===== src/rtl/aging_meas_scheduler.sv =====
// Aging-measurement campaign sequencer: stress, settle, count warning pulses in a fixed window,
// then report the count as a 6-byte frame over a byte-wide valid/ready link.
module aging_meas_scheduler #(
    parameter int unsigned STRESS_CYCLES = 1000,
    parameter int unsigned SETTLE_CYCLES = 16,
    parameter int unsigned WINDOW_CYCLES = 4096,
    parameter int unsigned TIMER_W       = 24,
    parameter logic [7:0]  HEADER        = 8'hA5
) (
    input  logic       clk,
    input  logic       reset,
    input  logic       enable,
    input  logic       warning_pulse,
    output logic       stress_o,
    output logic       test_en_o,
    output logic       window_o,
    output logic       busy,
    output logic [7:0] tx_data,
    output logic       tx_valid,
    input  logic       tx_ready
);

    typedef enum logic [2:0] {StIdle, StStress, StSettle, StMeasure, StReport} state_e;

    state_e               state_q, state_d;
    logic [TIMER_W-1:0]   timer_q, timer_d;
    logic [TIMER_W-1:0]   timer_last;
    logic                 timer_done;
    logic [7:0]           seq_q, seq_d;
    logic [15:0]          count_q, count_d;
    logic                 sat_q, sat_d;
    logic [2:0]           idx_q, idx_d;
    logic                 handshake;
    logic                 last_byte;
    logic [7:0]           flags;
    logic [7:0]           chk;

    assign handshake  = (state_q == StReport) && tx_ready;
    assign last_byte  = (idx_q == 3'd5);
    assign flags      = {sat_q, 7'b0};
    assign chk        = seq_q ^ count_q[15:8] ^ count_q[7:0] ^ flags;
    assign timer_done = (timer_q == timer_last);

    always_comb begin
        timer_last = '0;
        unique case (state_q)
            StStress:  timer_last = TIMER_W'(STRESS_CYCLES - 1);
            StSettle:  timer_last = TIMER_W'(SETTLE_CYCLES - 1);
            StMeasure: timer_last = TIMER_W'(WINDOW_CYCLES - 1);
            default:   timer_last = '0;
        endcase
    end

    always_ff @(posedge clk) begin
        if (reset) begin
            state_q <= StIdle;
            timer_q <= '0;
            seq_q   <= '0;
            count_q <= '0;
            sat_q   <= 1'b0;
            idx_q   <= '0;
        end else begin
            state_q <= state_d;
            timer_q <= timer_d;
            seq_q   <= seq_d;
            count_q <= count_d;
            sat_q   <= sat_d;
            idx_q   <= idx_d;
        end
    end

    // Abort on enable low takes priority over phase expiry; REPORT never aborts.
    always_comb begin
        state_d = state_q;
        unique case (state_q)
            StIdle:    if (enable) state_d = StStress;
            StStress:  if (!enable) state_d = StIdle; else if (timer_done) state_d = StSettle;
            StSettle:  if (!enable) state_d = StIdle; else if (timer_done) state_d = StMeasure;
            StMeasure: if (!enable) state_d = StIdle; else if (timer_done) state_d = StReport;
            StReport:  if (handshake && last_byte) state_d = enable ? StStress : StIdle;
            default:   state_d = StIdle;
        endcase
    end

    always_comb begin
        timer_d = timer_q + 1'b1;
        if (state_d != state_q || state_q inside {StIdle, StReport}) begin
            timer_d = '0;
        end

        count_d = count_q;
        sat_d   = sat_q;
        if (state_q == StSettle && state_d == StMeasure) begin
            count_d = '0;
            sat_d   = 1'b0;
        end else if (state_q == StMeasure && warning_pulse) begin
            if (count_q == 16'hFFFF) sat_d = 1'b1;
            else                     count_d = count_q + 16'd1;
        end

        idx_d = idx_q;
        seq_d = seq_q;
        if (handshake) begin
            idx_d = last_byte ? 3'd0 : idx_q + 3'd1;
            if (last_byte) seq_d = seq_q + 8'd1;
        end
    end

    always_comb begin
        stress_o  = 1'b0;
        test_en_o = 1'b0;
        window_o  = 1'b0;
        busy      = 1'b0;
        tx_valid  = 1'b0;
        tx_data   = 8'h00;
        unique case (state_q)
            StStress: begin
                stress_o  = 1'b1;
                test_en_o = 1'b1;
                busy      = 1'b1;
            end
            StSettle: begin
                test_en_o = 1'b1;
                busy      = 1'b1;
            end
            StMeasure: begin
                test_en_o = 1'b1;
                window_o  = 1'b1;
                busy      = 1'b1;
            end
            StReport: begin
                busy     = 1'b1;
                tx_valid = 1'b1;
                unique case (idx_q)
                    3'd0:    tx_data = HEADER;
                    3'd1:    tx_data = seq_q;
                    3'd2:    tx_data = count_q[15:8];
                    3'd3:    tx_data = count_q[7:0];
                    3'd4:    tx_data = flags;
                    3'd5:    tx_data = chk;
                    default: tx_data = 8'h00;
                endcase
            end
            default: ;
        endcase
    end

endmodule


===== config.mk =====
export PLATFORM = sky130hd
export DESIGN_NAME = aging_meas_scheduler
export DESIGN_NICKNAME = d
export VERILOG_FILES = /design/src/rtl/aging_meas_scheduler.sv
export SDC_FILE = /design/constraint.sdc
export NUM_CORES = 1
export LEC_CHECK = 0
export ABC_AREA = 1
export BUFFER_PORTS_ARGS = -buffer_cell sky130_fd_sc_hd__buf_4
export CORE_MARGIN = 5
export CORE_UTILIZATION = 50
export CTS_BUF_LIST = sky130_fd_sc_hd__clkbuf_8
export CTS_CLUSTER_SIZE = 30
export DETAILED_ROUTE_END_ITERATION = 8
export HOLD_SLACK_MARGIN = 0.15
export PLACE_DENSITY_LB_ADDON = 0.05
export SLEW_MARGIN = 20
export SYNTH_ARGS = -nofsm -noshare
export SYNTH_HDL_FRONTEND = slang
export SYNTH_SLANG_ARGS = --single-unit

===== constraint.sdc =====
create_clock -name clk -period 2.7 [get_ports clk]
set_clock_uncertainty 0.05 [all_clocks]
set_input_delay 0.405 -clock clk [delete_from_list [all_inputs] [get_ports clk]]
set_output_delay 0.405 -clock clk [all_outputs]
set_load 0.02 [all_outputs]

==> impl_metrics.env <==
export IMPL_ys_warnings_count=0
export IMPL_antenna_left=0
export IMPL_cp_start_kind="register"
export IMPL_antenna_found_initial=0
export IMPL_synth_xor_area_share_pct=10.31
export IMPL_maxCapViolations=0
export IMPL_holdBufCountCts=0
export IMPL_die_w_um=93.48
export IMPL_status="complete, no violations"
export IMPL_finalNetCount=512
export IMPL_fmax_ghz=0.4153
export IMPL_drive_gt1_share_pct=15.48
export IMPL_routedWlPerCell_um=12.80
export IMPL_cts_root_buf="clkbuf_8"
export IMPL_avgSynthCellArea_um2=7.200
export IMPL_synthTopCellsByArea="dfxtp_1 32%, xor2_1 8.8%, nand2_1 8.3%"
export IMPL_grt_pass1_wl_um=13130
export IMPL_synth_edff_count=0
export IMPL_die_y_um=93.48
export IMPL_r2r_cells=14
export IMPL_rsz0062_at_grt="no"
export IMPL_ys_async_sr_fraction_pct=0
export IMPL_ys_seq_elements=55
export IMPL_synth_area_mux_share_pct=0
export IMPL_critical_path_max_fanout=7
export IMPL_postPlaceCellArea_mm2=0.003700
export IMPL_clock_sinks=55
export IMPL_fp_row_count=30
export IMPL_power_total_mw=1.569
export IMPL_path_class="reg -> out"
export IMPL_cts_made_buffers=5
export IMPL_cts_max_level=2
export IMPL_synth_compound_area_share_pct=10.99
export IMPL_drc=0
export IMPL_cts_buffer_depth=2
export IMPL_globalRouteTotalUtil_pct=18.61
export IMPL_synth_seq_area_share_pct=31.60
export IMPL_grt_pass1_vias=2773
export IMPL_p_leak_nw=1.402
export IMPL_coreArea_mm2=0.006794
export IMPL_gp_congestion=0.9211
export IMPL_synth_fa_ha_area_share_pct=1.436
export IMPL_synth_top_flop_cell="dfxtp_1"
export IMPL_cts_tree="yes"
export IMPL_drt_pass1_iter_count=4
export IMPL_final_cell_mix="77 x nand2_1, 71 x inv_1, 62 x nor2_1"
export IMPL_cts_reportedPaths_clkPinSlew_ns=0.11
export IMPL_setup_viol_count_final=0
export IMPL_area_delta_synth_final_pct=10.13
export IMPL_hold_ws_ns=0.2980
export IMPL_vias=3002
export IMPL_timing_final_crit_period_ns=2.408
export IMPL_syn_area_mm2=0.003485
export IMPL_slew_limit_headroom_pct=58.39
export IMPL_ys_types=45
export IMPL_worst_ir_drop_vdd_mv=0.2676
export IMPL_powerDensity_mw_per_mm2=408.8
export IMPL_drtIter0Drc=124
export IMPL_io_pins=18
export IMPL_gr_total_overflow=0
export IMPL_syn_num_nets=493
export IMPL_whs_path_depth=2
export IMPL_wl_um=7682
export IMPL_die_area_mm2=0.008739
export IMPL_syn_inst=484
export IMPL_synth_simple_area_share_pct=35.04
export IMPL_hp_class="in -> reg"
export IMPL_synth_top_family_by_area="simple AND/OR/NAND/NOR gates"
export IMPL_num_antenna_cells=0
export IMPL_insertion_delay_ns=0.31
export IMPL_worstPathRequired_ns=2.25
export IMPL_post_route_period_util_pct=89.18
export IMPL_synth_top_cell_by_area="dfxtp_1"
export IMPL_finalSetupTns_ns=0
export IMPL_grt_max_degree=18
export IMPL_hpwl_um=6013
export IMPL_cp_end_kind="output pin"
export IMPL_viasPerCell=5.003
export IMPL_io_buffer_count=17
export IMPL_start_util_pct=51.29
export IMPL_final_common_cell="nand2_1"
export IMPL_pre_cts_slack_ns=0.4099
export IMPL_design_area_mm2=0.003837
export IMPL_hold_viol=0
export IMPL_worst_slew_pin_slew_ns=0.6227
export IMPL_slew_viol_final=0
export IMPL_fin_ws_ns=0.2923
export IMPL_critPathArrivalTime_ns=1.95
export IMPL_synth_top_area_share_pct=31.60
critical path, stage by stage (launching register included):
cell	delay, ns
dfxtp_1	0.41
inv_1	0.09
nand3_1	0.24
inv_1	0.19
o21ai_0	0.13
a21oi_1	0.06
a2111oi_0	0.29
nor2_1	0.07
buf_4	0.17
what timing repair did:
item	in CTS	in global routing
setup buffers	0	0
resized for setup	0	1
setup endpoints to repair	0	1
per-layer routing:
metal / vias up / GRT usage, % / part of all wire [%]
li1: 1581 / - / -
met1: 1361 / 27.59 / 52
met2: 51 / 27.93 / 43
met3: 9 / 2.977 / 3.6
met4: 0 / 4.518 / 1.1
met5: - / 0 / 0
where the power goes:
part | leakage, nW | internal [mW] | switching (mW) | total, mW
registers | 0.443 | 0.813 | 0.00508 | 0.818
logic | 0.895 | 0.0331 | 0.0690 | 0.102
clock network | 0.0644 | 0.370 | 0.278 | 0.648
total | 1.40 | 1.22 | 0.352 | 1.57
sequential cells by signal, summed over array words and instances (netlist names):
signal	cells
sat_q	1
state_q	3
count_q	16
idx_q	3
seq_q	8
timer_q	24
cell type report:
class | count | area (um^2)
sequential | 55 | 1101
tap | 96 | 120.1
timing repair buffer | 21 | 170.2
multi-input combinational | 342 | 2014
clock inverter | 3 | 67.56
inverter | 78 | 295.3
fill | 671 | 2957
clock buffer | 5 | 68.82
cells in the mapped netlist (2+ instances only):
| cell type | count |
|---|---|
| nand2_1 | 77 |
| inv_1 | 71 |
| nor2_1 | 62 |
| dfxtp_1 | 55 |
| xor2_1 | 35 |
| a21oi_1 | 24 |
| nand3_1 | 23 |
| nor2_4 | 23 |
| nor3_1 | 16 |
| o21ai_0 | 14 |
| nor2_2 | 7 |
| nand4_1 | 6 |
| xnor2_1 | 6 |
| a221oi_1 | 5 |
| clkbuf_1 | 5 |
| a211oi_1 | 4 |
| ha_1 | 4 |
| inv_2 | 4 |
| nand2_2 | 4 |
| o22ai_1 | 4 |
| nor3_2 | 3 |
| nor4_1 | 3 |
| a2111oi_0 | 2 |
| a31oi_1 | 2 |
| buf_12 | 2 |
| clkinv_1 | 2 |
| nand2_4 | 2 |
| o221ai_1 | 2 |
per-stage QoR:
| stage | utilization [%] | instances |
|---|---|---|
| global placement | 54.46 | 592 |
| detailed placement | 54.46 | 592 |
| CTS | 56.46 | 600 |
| finish | 56.48 | 600 |
| floorplan | - | 484 |
| global route | 56.48 | 600 |
path summary, 6_finish.rpt:
path | start | end | slack [ns]
max | idx_q[1] | tx_data[0] | 0.29
min | reset | state_q[1] | 0.30
max reg2reg | state_q[1] | timer_q[8] | 0.35
min reg2reg | timer_q[0] | timer_q[0] | 0.46
cells by family (layout without fill, tap and decap cells):
logic type,count (synthesis),count (layout)
buffers and inverters,87,107
adder cells (fa/ha/maj),4,4
AND/OR/NAND/NOR,234,234
AO/OA/AOI/OAI,63,63
flip-flops,55,55
XOR/XNOR,41,41
Note: power is estimated with default switching activity, not from simulation.
